--- src/rtl/traffic_pkg.sv ---
// rtl/traffic_pkg.sv - light codes shared by the light controller and the queue sensor
package traffic_pkg;

  typedef logic [1:0] light_t;

  localparam light_t LIGHT_GREEN   = 2'b00;
  localparam light_t LIGHT_YELLOW  = 2'b01;
  localparam light_t LIGHT_RED     = 2'b10;
  localparam light_t LIGHT_ILLEGAL = 2'b11;

endpackage

--- src/rtl/queue_lane.sv ---
// rtl/queue_lane.sv - one street: detector sync/edge, departure timer, saturating queue count
module queue_lane
  import traffic_pkg::*;
#(
  parameter int QW         = 4,
  parameter int DEPART_CYC = 3
) (
  input  logic          clk,
  input  logic          rst,
  input  logic          car_raw,
  input  logic [1:0]    light,
  output logic [QW-1:0] q,
  output logic          ovf
);

  localparam int            TW     = (DEPART_CYC > 1) ? $clog2(DEPART_CYC) : 1;
  localparam logic [TW-1:0] T_LAST = TW'(DEPART_CYC - 1);
  localparam logic [QW-1:0] Q_MAX  = '1;

  logic          sync1;
  logic          sync2;
  logic          prev;
  logic [TW-1:0] timer;
  logic          arrival;
  logic          advance;
  logic          depart;

  assign arrival = sync2 & ~prev;
  // Yellow, red and the illegal code all freeze draining.
  assign advance = (light == LIGHT_GREEN) && (q != '0);
  assign depart  = advance && (timer == T_LAST);

  always_ff @(posedge clk or negedge rst) begin
    if (!rst) begin
      sync1 <= 1'b0;
      sync2 <= 1'b0;
      prev  <= 1'b0;
      timer <= '0;
      q     <= '0;
      ovf   <= 1'b0;
    end else begin
      sync1 <= car_raw;
      sync2 <= sync1;
      prev  <= sync2;

      if (!advance || depart) timer <= '0;
      else                    timer <= timer + 1'b1;

      // A coincident arrival and departure cancel, even at saturation.
      if (arrival && !depart) begin
        if (q == Q_MAX) ovf <= 1'b1;
        else            q   <= q + 1'b1;
      end else if (depart && !arrival) begin
        q <= q - 1'b1;
      end
    end
  end

endmodule

--- src/rtl/traffic_queue_sensor.sv ---
// rtl/traffic_queue_sensor.sv - per-street queue counts and traffic-present flags for the light controller
module traffic_queue_sensor
  import traffic_pkg::*;
#(
  parameter int QW         = 4,
  parameter int DEPART_CYC = 3
) (
  input  logic          clk,
  input  logic          rst,
  input  logic          carA_raw,
  input  logic          carB_raw,
  input  logic [1:0]    LA,
  input  logic [1:0]    LB,
  output logic          TA,
  output logic          TB,
  output logic [QW-1:0] QA,
  output logic [QW-1:0] QB,
  output logic          ovfA,
  output logic          ovfB,
  output logic          err
);

  queue_lane #(.QW(QW), .DEPART_CYC(DEPART_CYC)) u_lane_a (
    .clk     (clk),
    .rst     (rst),
    .car_raw (carA_raw),
    .light   (LA),
    .q       (QA),
    .ovf     (ovfA)
  );

  queue_lane #(.QW(QW), .DEPART_CYC(DEPART_CYC)) u_lane_b (
    .clk     (clk),
    .rst     (rst),
    .car_raw (carB_raw),
    .light   (LB),
    .q       (QB),
    .ovf     (ovfB)
  );

  always_ff @(posedge clk or negedge rst) begin
    if (!rst) begin
      err <= 1'b0;
    end else if (LA == LIGHT_ILLEGAL || LB == LIGHT_ILLEGAL ||
                 (LA == LIGHT_GREEN && LB == LIGHT_GREEN)) begin
      err <= 1'b1;
    end
  end

  assign TA = (QA != '0);
  assign TB = (QB != '0);

endmodule

--- config.mk ---
export PLATFORM = sky130hd
export DESIGN_NAME = traffic_queue_sensor
export DESIGN_NICKNAME = d
export VERILOG_FILES = /design/src/rtl/traffic_pkg.sv /design/src/rtl/queue_lane.sv /design/src/rtl/traffic_queue_sensor.sv
export SDC_FILE = /design/constraint.sdc
export NUM_CORES = 1
export LEC_CHECK = 0
export CAP_MARGIN = 20
export CORE_ASPECT_RATIO = 0.7
export CORE_MARGIN = 5
export CORE_UTILIZATION = 53
export CTS_CLUSTER_SIZE = 30
export DETAILED_ROUTE_END_ITERATION = 10
export PLACE_DENSITY = 0.89
export SETUP_SLACK_MARGIN = 0.4
export SYNTH_ARGS = -nofsm -noshare
export SYNTH_HDL_FRONTEND = slang
export SYNTH_HIERARCHICAL = 1
export SYNTH_SLANG_ARGS = --single-unit
--- constraint.sdc ---
create_clock -name clk -period 3.6 [get_ports clk]
set_clock_uncertainty 0.15 [all_clocks]
set_input_delay 0.72 -clock clk [delete_from_list [all_inputs] [get_ports clk]]
set_output_delay 0.72 -clock clk [all_outputs]
set_load 0.005 [all_outputs]
==> impl_results.md <==
* Post-synth top area share at 50.3%
* Status: finished, final reports clean
* Cell Area, Synth at 1040 um^2
* Drt via density at 5.56
* WHS at 0.218 ns
* Final Cycle Share at between 70% and 80%
* Starting Density at between 50% and 60%
* Complex-gate fraction of the synthesized area at 7.31%
* Commonest non-fill, non-tap cell in the layout: dfrtp_1
* Startpoint Class: flip-flop
* Wirelength per Cell at around 15 um
* Iter 0 DRT Violations at 13
* Final WS setup at 0.897 ns
* Placement Rows at 13
* Total Routing Usage GR at 14.7%
* Max cap viols at 0
* Worst hold path type: flip-flop to flip-flop
* DRC at 0
* Unique masters post-synth at 31
* Pre-CTS WS at 0.609 ns
* Hold buffers post-CTS at 0
* Post-Synth Simple-Gate Area at 19.5%
* Crit. End Element: flip-flop
* Synth Area in XOR/XNOR at 4.19%
* Max clock buf depth at 2
* Detail Route Antenna Nets at 0
* Data required, critical path at 3.68 ns
* Post-CTS repair timing setup buffer count at 0
* Worst-Skew Late Latency at ~0.3 ns
* Reg area at 526 um^2
* FMAX at 370 MHz
* Kind of critical path: flip-flop to flip-flop
* Syn_nets at just under 100
* Max-slew violations at 0
* First-pass GRT wire length at 3240 um
* H-Tree Depth at 1
* Main combinational cell family by area after synthesis: simple AND/OR/NAND/NOR gates
* Num ports at 21
* Post-CTS sizing at 0
* Most frequent cells in the layout: dfrtp_1, clkdlybuf4s50_1, ha_1
* Max rail drop VDD at 473 uV
* Core box area at 1870 um^2
* Die outline width at 63.1 um
* CP max FO at 7
* Vias at just over 700
* Clk slew on worst S/H paths at 0.11 ns
* Routed wire length at 1950 um
* Yosys top cell by area: dfrtp_1
* Number of CTS-inserted buffers at 3
* Final setup fails at 0
* Clock Sink Count at 21
* Pleak at about 0.00056 uW
* Fin nets at ~120
* Share of cells above drive strength 1 at 18.9%
* DP Wirelength at about 1600 um
* Design Power at 896 uW
* Syn avg cell area at 12.7 um^2
* Largest net degree at the start of global routing at 22
* Tmin final at around 2.7 ns
* Port bufs at 20
* Setup TNS at 0 ns
* Die area at 2970 um^2
* Area grow syn2layout at 24.7%
* Vias in the first global route at a little under 700
* GPL Wtd Cong at 0.804
* Pre-antenna DRT Iters at 4
* Flops & latches, synth at 21
* Multi-input logic area at between 500 and 600 um^2
* Filler cell count at approximately 130
* Register area share after synthesis at 50.3%
* Yosys warns at 6
* # diodes at 0
* Largest cells by area after synthesis: dfrtp_1, ha_1, xor2_1
* Adder-Cell Fraction of Synth Area at approximately 11%
* CTS tree: built
* Overflow left after global routing at 0
* Power Dens Cells at slightly below 700 nW/um^2
* Critical Path AT at 2.78 ns
* Worst relative slew slack at 39.0%
* Final Hold Fails at 0
* Die H at ~47 um
* Slew @ Worst Pin at 0.913 ns
* Post-synthesis mux area share at 6.95%
* Root Buffer: clkbuf_4
* Initial antenna violation count at 0
* Cell count after synthesis at 82
* RSZ-0062 raised after global routing: no
[cell usage after synthesis]
cell and count:
o21bai_1 2, a21o_2 1, o21ai_2 1, or3b_1 1, nand2b_1 2, dfrtp_1 21, xor2_1 5, a31o_1 1
fa_1 2, or4_1 2, or4_4 2, mux2_2 2, nand3_1 2, inv_1 2, and3_2 2, o211ai_1 1
nand4_1 3, mux2i_1 2, mux2_4 2, and3b_2 1, nor2_1 2, nor3_1 4, and2b_2 1, nand2_4 1
ha_1 6, nand3_2 2, a221oi_1 1, a21oi_1 2, o41ai_1 1, nand2_1 4, or2_4 1
[logic make-up (layout without fill, tap and decap cells)]
group | count (synthesis) | in the layout
muxes | 6 | 6
buffers and inverters | 2 | 26
and+or+nand+nor | 30 | 30
AOI/OAI and AO/OA | 10 | 10
adders and majority gates | 8 | 8
DFF | 21 | 21
xor gates and xnor gates | 5 | 5
[per-stage QoR]
step | utilization [%] | std cells | instance area (um^2)
CTS | 69.6 | 128 | 1300
finish | 69.6 | 128 | 1300
detailed placement | 68.0 | 124 | 1270
global route | 69.6 | 128 | 1300
global placement | 68.0 | 124 | 1270
floorplan | - | 82 | 1040
[worst max-delay path, stage by stage (launching register included)]
cell and delay (ns):
dfrtp_1 0.49, or4_4 0.58, nand3_2 0.11, nand2_1 0.14, ha_1 0.31, a21o_2 0.21
a21oi_1 0.19, mux2i_1 0.25, xor2_1 0.18
[final timing paths]
kind | start | endpoint | slack [ns] | cells past startpoint
worst max register to register | u_lane_a/q[0]$_DFFE_PN0P_ | u_lane_a/q[3]$_DFFE_PN0P_ | 0.90 | 8
max in group asynchronous | rst | u_lane_a/timer[1]$_DFF_PN0_ | 1.98 | 1
worst min register to register | u_lane_b/sync1$_DFF_PN0_ | u_lane_b/sync2$_DFF_PN0_ | 0.22 | 0
worst min-delay path | u_lane_b/sync1$_DFF_PN0_ | u_lane_b/sync2$_DFF_PN0_ | 0.22 | 0
worst max-delay path | u_lane_a/q[0]$_DFFE_PN0P_ | u_lane_a/q[3]$_DFFE_PN0P_ | 0.90 | 8
min in group asynchronous | rst | u_lane_a/q[2]$_DFFE_PN0P_ | 0.76 | 1
[metal layers]
metal  vias to the layer above  part of all wire, %  global-route usage, %
met1                       344                   48                   19.0
met4                         0                 0.20                   2.54
li1                        348                    -                      -
met3                         2                  6.4                   6.46
met2                        18                   46                   23.5
met5                         -                    0                      0
[registers in the layout, summed over array words and instances, names as in the netlist]
| name | flops |
|---|---|
| u_lane_a/ovf | 1 |
| u_lane_b/ovf | 1 |
| u_lane_b/prev | 1 |
| err | 1 |
| u_lane_a/timer | 2 |
| u_lane_b/q | 4 |
| u_lane_a/q | 4 |
| u_lane_a/prev | 1 |
| u_lane_b/timer | 2 |
| u_lane_a/sync1 | 1 |
| u_lane_b/sync1 | 1 |
| u_lane_b/sync2 | 1 |
| u_lane_a/sync2 | 1 |
[power by group]
group	switching, uW	total [uW]	internal [uW]	leakage (uW)
combinational	147	392	245	0.000299
sequential	94.5	391	296	0.000248
clock	70.9	113	42.4	0.0000139
total	313	896	583	0.000560
[layout make-up]
class                      instances  share of cell area, %
timing repair buffer              20                   15.4
inverter                           2                  0.576
clock buffer                       3                   1.73
multi-input combinational         59                   39.3
tap                               22                   2.11
sequential                        21                   40.3
clock inverter                     1                  0.576
Note: power is estimated with default switching activity, not from simulation.
